### config.mk
export PLATFORM = sky130hd
export DESIGN_NAME = bin2bcd_seq
export DESIGN_NICKNAME = d
export VERILOG_FILES = /design/src/rtl/bin2bcd_seq.sv
export SDC_FILE = /design/constraint.sdc
export NUM_CORES = 1
export LEC_CHECK = 0
export CORE_ASPECT_RATIO = 1.1
export CORE_UTILIZATION = 50
export CTS_CLUSTER_DIAMETER = 40
export DETAILED_ROUTE_END_ITERATION = 12
export HOLD_SLACK_MARGIN = 0.02
export PLACE_DENSITY = 0.82
export SLEW_MARGIN = 20
export SYNTH_ARGS = -nofsm -noshare
export SYNTH_HDL_FRONTEND = slang
export SYNTH_SLANG_ARGS = --single-unit
### constraint.sdc
create_clock -name clk -period 3.7 [get_ports clk]
set_input_delay 0.555 -clock clk [delete_from_list [all_inputs] [get_ports clk]]
set_output_delay 0.555 -clock clk [all_outputs]
set_load 0.02 [all_outputs]
### src/rtl/bin2bcd_seq.sv
// Sequential double-dabble binary-to-BCD converter, one bit per cycle.
// Outputs only change on a completed conversion or an error bypass.
module bin2bcd_seq #(
  parameter int WIDTH  = 32,
  parameter int DIGITS = 10
) (
  input  logic                  clk,
  input  logic                  rst,
  input  logic                  start,
  input  logic [WIDTH-1:0]      value,
  input  logic                  negative_in,
  input  logic                  overflow_in,
  input  logic                  error_in,
  output logic [4*DIGITS-1:0]   bcd,
  output logic                  sign,
  output logic                  ovf,
  output logic                  err,
  output logic                  busy,
  output logic                  done
);

  localparam int BW = 4*DIGITS;
  localparam int CW = $clog2(WIDTH+1);

  typedef enum logic [1:0] {
    IDLE,
    SHIFT,
    DONE
  } state_t;

  state_t          r_state;
  logic [WIDTH-1:0] r_sr;
  logic [BW-1:0]   r_acc;
  logic [CW-1:0]   r_cnt;
  logic            r_neg;
  logic            r_ovf;
  logic            r_err;

  logic [BW-1:0]    w_adj;
  logic [BW-1:0]    w_acc_nxt;
  logic [WIDTH-1:0] w_sr_nxt;
  logic             w_last;

  // Add-3 correction keeps each digit <= 12, so no inter-digit carry.
  always_comb begin
    w_adj = '0;
    for (int i = 0; i < DIGITS; i++) begin
      if (r_acc[4*i+:4] >= 4'd5)
        w_adj[4*i+:4] = r_acc[4*i+:4] + 4'd3;
      else
        w_adj[4*i+:4] = r_acc[4*i+:4];
    end
    w_acc_nxt = BW'({w_adj, r_sr[WIDTH-1]});
    w_sr_nxt  = {r_sr[WIDTH-2:0], 1'b0};
    w_last    = (r_cnt == CW'(WIDTH-1));
  end

  always_ff @(posedge clk) begin
    if (rst) begin
      r_state <= IDLE;
      r_sr    <= '0;
      r_acc   <= '0;
      r_cnt   <= '0;
      r_neg   <= 1'b0;
      r_ovf   <= 1'b0;
      r_err   <= 1'b0;
      bcd     <= '0;
      sign    <= 1'b0;
      ovf     <= 1'b0;
      err     <= 1'b0;
      busy    <= 1'b0;
      done    <= 1'b0;
    end else begin
      case (r_state)
        IDLE, DONE: begin
          done    <= 1'b0;
          r_state <= IDLE;
          if (start && error_in) begin
            bcd     <= {BW{1'b1}};
            sign    <= 1'b0;
            ovf     <= overflow_in;
            err     <= 1'b1;
            done    <= 1'b1;
            r_state <= DONE;
          end else if (start) begin
            r_sr    <= value;
            r_acc   <= '0;
            r_cnt   <= '0;
            r_neg   <= negative_in;
            r_ovf   <= overflow_in;
            r_err   <= error_in;
            busy    <= 1'b1;
            r_state <= SHIFT;
          end
        end
        SHIFT: begin
          r_acc <= w_acc_nxt;
          r_sr  <= w_sr_nxt;
          r_cnt <= r_cnt + CW'(1);
          if (w_last) begin
            bcd     <= w_acc_nxt;
            sign    <= r_neg;
            ovf     <= r_ovf;
            err     <= r_err;
            done    <= 1'b1;
            busy    <= 1'b0;
            r_state <= DONE;
          end
        end
        default: begin
          r_state <= IDLE;
          busy    <= 1'b0;
          done    <= 1'b0;
        end
      endcase
    end
  end

endmodule

==> run metrics, run 1 <==
P_int 2.68 mW; grt total ovfl 0; drt wl/cell 15.3 µm; worst vdd ir 0.264 mV; Hold Buf Count CTS 0; Worst-Margin Slew 1.07 ns; # setup viols final 0; clock network fraction of total power 45.5%; Fin Setup TNS 0 ns; Initial DRC Count 222; Pleak 2.51 nW; post-synthesis sequential area ratio 44.1%; Yosys Warn Count 0; post-synthesis net count 717; switch share 25.5%; Relative slew margins 28.9%; Post-synth EDFFs 0; Worst Path Max Fanout 43; DRT Pass-1 Iters 4; Nets 778; Clock Tree Buf Depth 2; post-cts resize count 0; hold crit path type reg2reg; RSZ-0062 raised after global routing false; hpwl dp 8730 µm; Syn Std Cell Area 5760 µm²; fin cells 879; Die Width 104 µm; antenna viol nets, final 0; share of layout cells above drive strength 1 12.3%; post-CTS setup buffers 0; Primary FF master, synth dfxtp_1; pin count of the biggest net entering global routing 65; root buf cell clkbuf_16; Critical Path AT 2.59 ns; clock latency on the worst-skew pair 0.42 ns; Cells after Synth 658; Final period util 61.2%; xor/xnor share of the synthesized area 1.52%; Synth area leaders dfxtp_1, nor2_1, nor4_2; FMAX 442 MHz; vias in the first global route 4878; GPL Wtd Cong 0.766; Yosys cell types 38; DR vias/cell 5.56; Buffers on Ports 82; share of power burned in registers 41.9%; num ports 83; status finished, final reports clean; synthesized flop and latch total 127; Placed Cells 846; row count 40; clk sinks 127; clk_skew 0.0101 ns; kind of critical path reg2reg; Final Hold Fails 0; first-pass GRT wire length 22600 µm; max cap viols 0; CTS tree built; initial antenna violation count 0; gr usage total 23.6%; Yosys top cell by area dfxtp_1; Crit. End Element register; post-synthesis mux area share 2.35%; most frequent cells after synthesis dfxtp_1, nor2_1, nor3_1; FFs w/ async S/R, synth 0%; adder-cell area share of the yosys netlist 4.56%; Final min period 2.26 ns; Sw Pwr 0.919 mW; top cell type's share of synthesized area 44.1%; Synth Area in Simple Gates 28.9%; Syn Area/Cell 8.75 µm²; Compound-Gate Fraction of Synth Area 12.6%; Die ar. 12000 µm²; Logic pwr share 12.7%; antenna cells 0; CTS H-tree lvls 4; Remaining DRCs 0; Slew Limit Fails 0; Core Region 11100 µm²; critical path launch point type register; clock-pin slew on the worst setup and hold paths 0.06 ns; Die Y 115 µm; Total Routed Length 13400 µm; pwr dens 501 nW/µm²; TritonCTS Buffers 17; Worst EP required 4.03 ns; vias 4884; top-count cell post-synth dfxtp_1; area grow syn2layout 24.7%; combinational family with the most area after synthesis simple AND/OR/NAND/NOR gates; Initial Util 52.1%
critical path, cell delays in order, from the launching register on:
cell and delay (ns):
dfxtp_1 0.36, ha_1 0.21, nand3_1 0.24, nor2_4 0.68, buf_12 0.29, nor3_1 0.09, a311oi_1 0.25
layout by cell type, fill, tap and decap left out, types with 2 or more instances in the layout:
cell / n
inv_1: 20
bufinv_16: 2
ha_1: 21
or3b_1: 2
nand2_1: 42
nor4_1: 2
clkbuf_8: 2
mux2_2: 12
nor3_1: 64
a311oi_1: 2
nor4_2: 29
o21ai_1: 9
a21oi_1: 37
clkdlybuf4s50_1: 81
nand2b_1: 12
clkbuf_16: 17
clkinv_2: 2
nand3_1: 5
xnor2_1: 10
clkinvlp_4: 8
o21ai_0: 30
nor2_1: 99
buf_4: 7
nor2b_1: 11
a211oi_1: 40
nor3b_1: 20
dfxtp_1: 127
area by class of cell:
type | instances | area, µm²
repair buffers | 90 | 898
fillers | 886 | 3880
inverters | 20 | 75.1
clock inverters | 13 | 139
multi-input cells | 463 | 2890
well taps | 147 | 184
flip-flops and latches | 127 | 2540
clock buffers | 19 | 453
stage by stage:
step           power (mW)  util (%)  instance area, µm²  hold slack [ns]  setup WS [ns]
4_1_cts              3.62      64.8                7170            0.459           1.46
2_1_floorplan        1.83         -                5760            0.429           2.08
6_report             3.60      65.0                7180            0.462           1.44
5_1_grt              3.74      65.0                7180            0.485           1.23
3_3_place_gp         1.97      59.5                6580            0.438           1.29
3_5_place_dp         1.99      59.5                6580            0.452           1.21
sequential cells by signal (all words and copies together) (netlist names):
| register | cells |
|---|---|
| bcd | 40 |
| busy | 1 |
| done | 1 |
| err | 1 |
| ovf | 1 |
| r_acc | 40 |
| r_cnt | 6 |
| r_err | 1 |
| r_neg | 1 |
| r_ovf | 1 |
| r_sr | 32 |
| r_state | 1 |
| sign | 1 |
cell families after synthesis:
logic type                 count (synthesis)
and+or+nand+nor                          299
xor gates and xnor gates                  10
AOI/OAI and AO/OA                        121
muxes                                     12
DFF                                      127
buffers and inverters                     68
adders and majority gates                 21
power groups by stage:
stage               combinational [mW]  sequential, mW  clock (mW)
CTS                              0.456            1.51        1.66
global route                     0.502            1.52        1.73
detailed placement               0.451            1.53           0
floorplan                        0.260            1.57           0
global placement                 0.437            1.53           0
finish                           0.456            1.51        1.64
worst paths after layout:
kind | from | depth (start not counted) | endpoint | slack [ns]
worst min register to register | r_neg$_SDFFE_PP0P_ | 2 | sign$_SDFFE_PP0P_ | 0.46
worst min-delay path | r_neg$_SDFFE_PP0P_ | 2 | sign$_SDFFE_PP0P_ | 0.46
worst max register to register | r_cnt[0]$_SDFFE_PP0P_ | 6 | ovf$_SDFFE_PP0P_ | 1.44
worst max-delay path | r_cnt[0]$_SDFFE_PP0P_ | 6 | ovf$_SDFFE_PP0P_ | 1.44
routing by layer:
metal | track usage (%) | up-vias | wire length, µm
li1 | - | 2422 | -
met1 | 27.2 | 2326 | 5910
met2 | 41.6 | 113 | 6660
met3 | 6.43 | 23 | 607
met4 | 9.14 | 0 | 261
met5 | 0 | - | 0
Power figures use the tool's default switching activity.
==> run 2, diff against run 1 <==
--- a/config.mk
+++ b/config.mk
@@ -6,11 +6,11 @@
 export NUM_CORES = 1
 export LEC_CHECK = 0
 export CORE_ASPECT_RATIO = 1.1
-export CORE_UTILIZATION = 50
+export CORE_UTILIZATION = 49
 export CTS_CLUSTER_DIAMETER = 40
 export DETAILED_ROUTE_END_ITERATION = 12
 export HOLD_SLACK_MARGIN = 0.02
-export PLACE_DENSITY = 0.82
+export PLACE_DENSITY = 0.84
 export SLEW_MARGIN = 20
 export SYNTH_ARGS = -nofsm -noshare
 export SYNTH_HDL_FRONTEND = slang
==> constraint.sdc (replaced) <==
create_clock -name clk -period 2.04 [get_ports clk]
set_input_delay 0.306 -clock clk [delete_from_list [all_inputs] [get_ports clk]]
set_output_delay 0.306 -clock clk [all_outputs]
set_load 0.02 [all_outputs]
==> run metrics, run 2 (synthesis results as in run 1) <==
Core Region 11400 µm²; vias 4959; row count 41; Worst EP required 1.73 ns; DR vias/cell 5.55; # setup viols final 0; status finished, final reports clean; most used routing layer met2; Hold Buf Count CTS 0; Total Routed Length 13400 µm; Worst path depth 1; Nets 789; root buf cell clkbuf_16; drt wl/cell 15.0 µm; initial antenna violation count 0; clock latency on the worst-skew pair 0.41 ns; grt met3 use 6.02%; Final period util 88.4%; Initial DRC Count 198; DRT Pass-1 Iters 5; number of buffers and inverters on the critical path 1; r2r worst-path depth 4; num ports 83; Die Y 116 µm; max cap viols 0; crit path cell chain clkdlybuf4s50_1; clk_skew 0.00646 ns; gr usage total 22.7%; cell class contributing the biggest share of worst-path delay buffers and inverters; clock-pin slew on the worst setup and hold paths 0.05 ns; antenna cells 0; Worst-Margin Slew 0.677 ns; critical path launch point type register; Final Hold Fails 0; Critical Path AT 1.50 ns; largest registers bcd (40), r_acc (40), r_sr (32); Die Width 105 µm; Worst Path Max Fanout 5; Hold Path Stages 4; Remaining DRCs 0; M1 GR Usage 27.2%; routing usage on met2 39.0%; CTS tree built; hpwl dp 8830 µm; hold crit path type in2reg; post-cts resize count 0; Die ar. 12200 µm²; share of layout cells above drive strength 1 13.5%; worst vdd ir 0.541 mV; Relative slew margins 54.8%; first-pass GRT wire length 22100 µm; # fillers 892; TritonCTS Buffers 17; final setup margin 0.237 ns; pin count of the biggest net entering global routing 76; commonest cells after routing, fill and taps aside dfxtp_1, nor2_1, clkdlybuf4s50_1, nor3_1, nand2_1; kind of critical path reg2out; antenna viol nets, final 0; Slew Limit Fails 0; CP max stage delay 0.67 ns; most common cell after layout, fill and taps aside dfxtp_1; clk sinks 127; post-CTS setup buffers 0; RSZ-0062 raised after global routing false; Setup Slack @ Placement -0.0735 ns; Buffers on Ports 82; GPL Wtd Cong 0.789; Fin Setup TNS 0 ns; FMAX 555 MHz; vias in the first global route 4838; grt total ovfl 0; Clock Tree Buf Depth 2; area grow syn2layout 27.5%; pwr dens 927 nW/µm²; CTS H-tree lvls 4; Initial Util 50.4%; Final min period 1.80 ns; Pleak 2.61 nW; Crit. End Element output pin; CP max stage cell clkdlybuf4s50_1
==> run 2: layout make-up <==
type | instances | area, µm² | area share [%]
multi-input cells | 463 | 2890 | 39.4
well taps | 150 | 188 | 2.56
clock buffers | 19 | 453 | 6.17
clock inverters | 13 | 188 | 2.56
flip-flops and latches | 127 | 2540 | 34.6
inverters | 20 | 75.1 | 1.02
repair buffers | 101 | 1010 | 13.7
==> run 2: path summary, 6_finish.rpt <==
path | startpoint | endpoint | slack [ns]
max | done$_SDFFE_PP0P_ | done | 0.24
min | rst | r_acc[37]$_SDFFE_PP0P_ | 0.28
max reg2reg | r_state[0]$_SDFFE_PP0P_ | r_acc[10]$_SDFFE_PP0P_ | 0.24
min reg2reg | r_acc[37]$_SDFFE_PP0P_ | r_acc[37]$_SDFFE_PP0P_ | 0.45
==> run 2: power breakdown <==
part           internal [mW]  switching [mW]
registers               2.64          0.0993
logic                  0.397           0.458
clock network           2.11            1.11
total                   5.14            1.66
==> run 2: metal layers <==
metal / up-vias / share of wire, % / routed length, µm
met5: - / 0 / 0
met3: 24 / 4.9 / 654
met2: 138 / 49 / 6600
met4: 0 / 2.3 / 308
li1: 2440 / - / -
met1: 2357 / 44 / 5840
==> run 2: through the flow <==
| stage | hold WS, ns | utilization [%] | instances | total power [mW] | area [µm²] |
|---|---|---|---|---|---|
| 3_3_place_gp | 0.436 | 58.4 | 860 | 3.60 | 6690 |
| 2_1_floorplan | 0.429 | - | 658 | 3.31 | 5760 |
| 5_1_grt | 0.302 | 64.2 | 893 | 7.06 | 7340 |
| 3_5_place_dp | 0.442 | 58.4 | 860 | 3.63 | 6690 |
| 6_report | 0.284 | 64.2 | 893 | 6.81 | 7340 |
| 4_1_cts | 0.357 | 64.0 | 892 | 6.85 | 7330 |
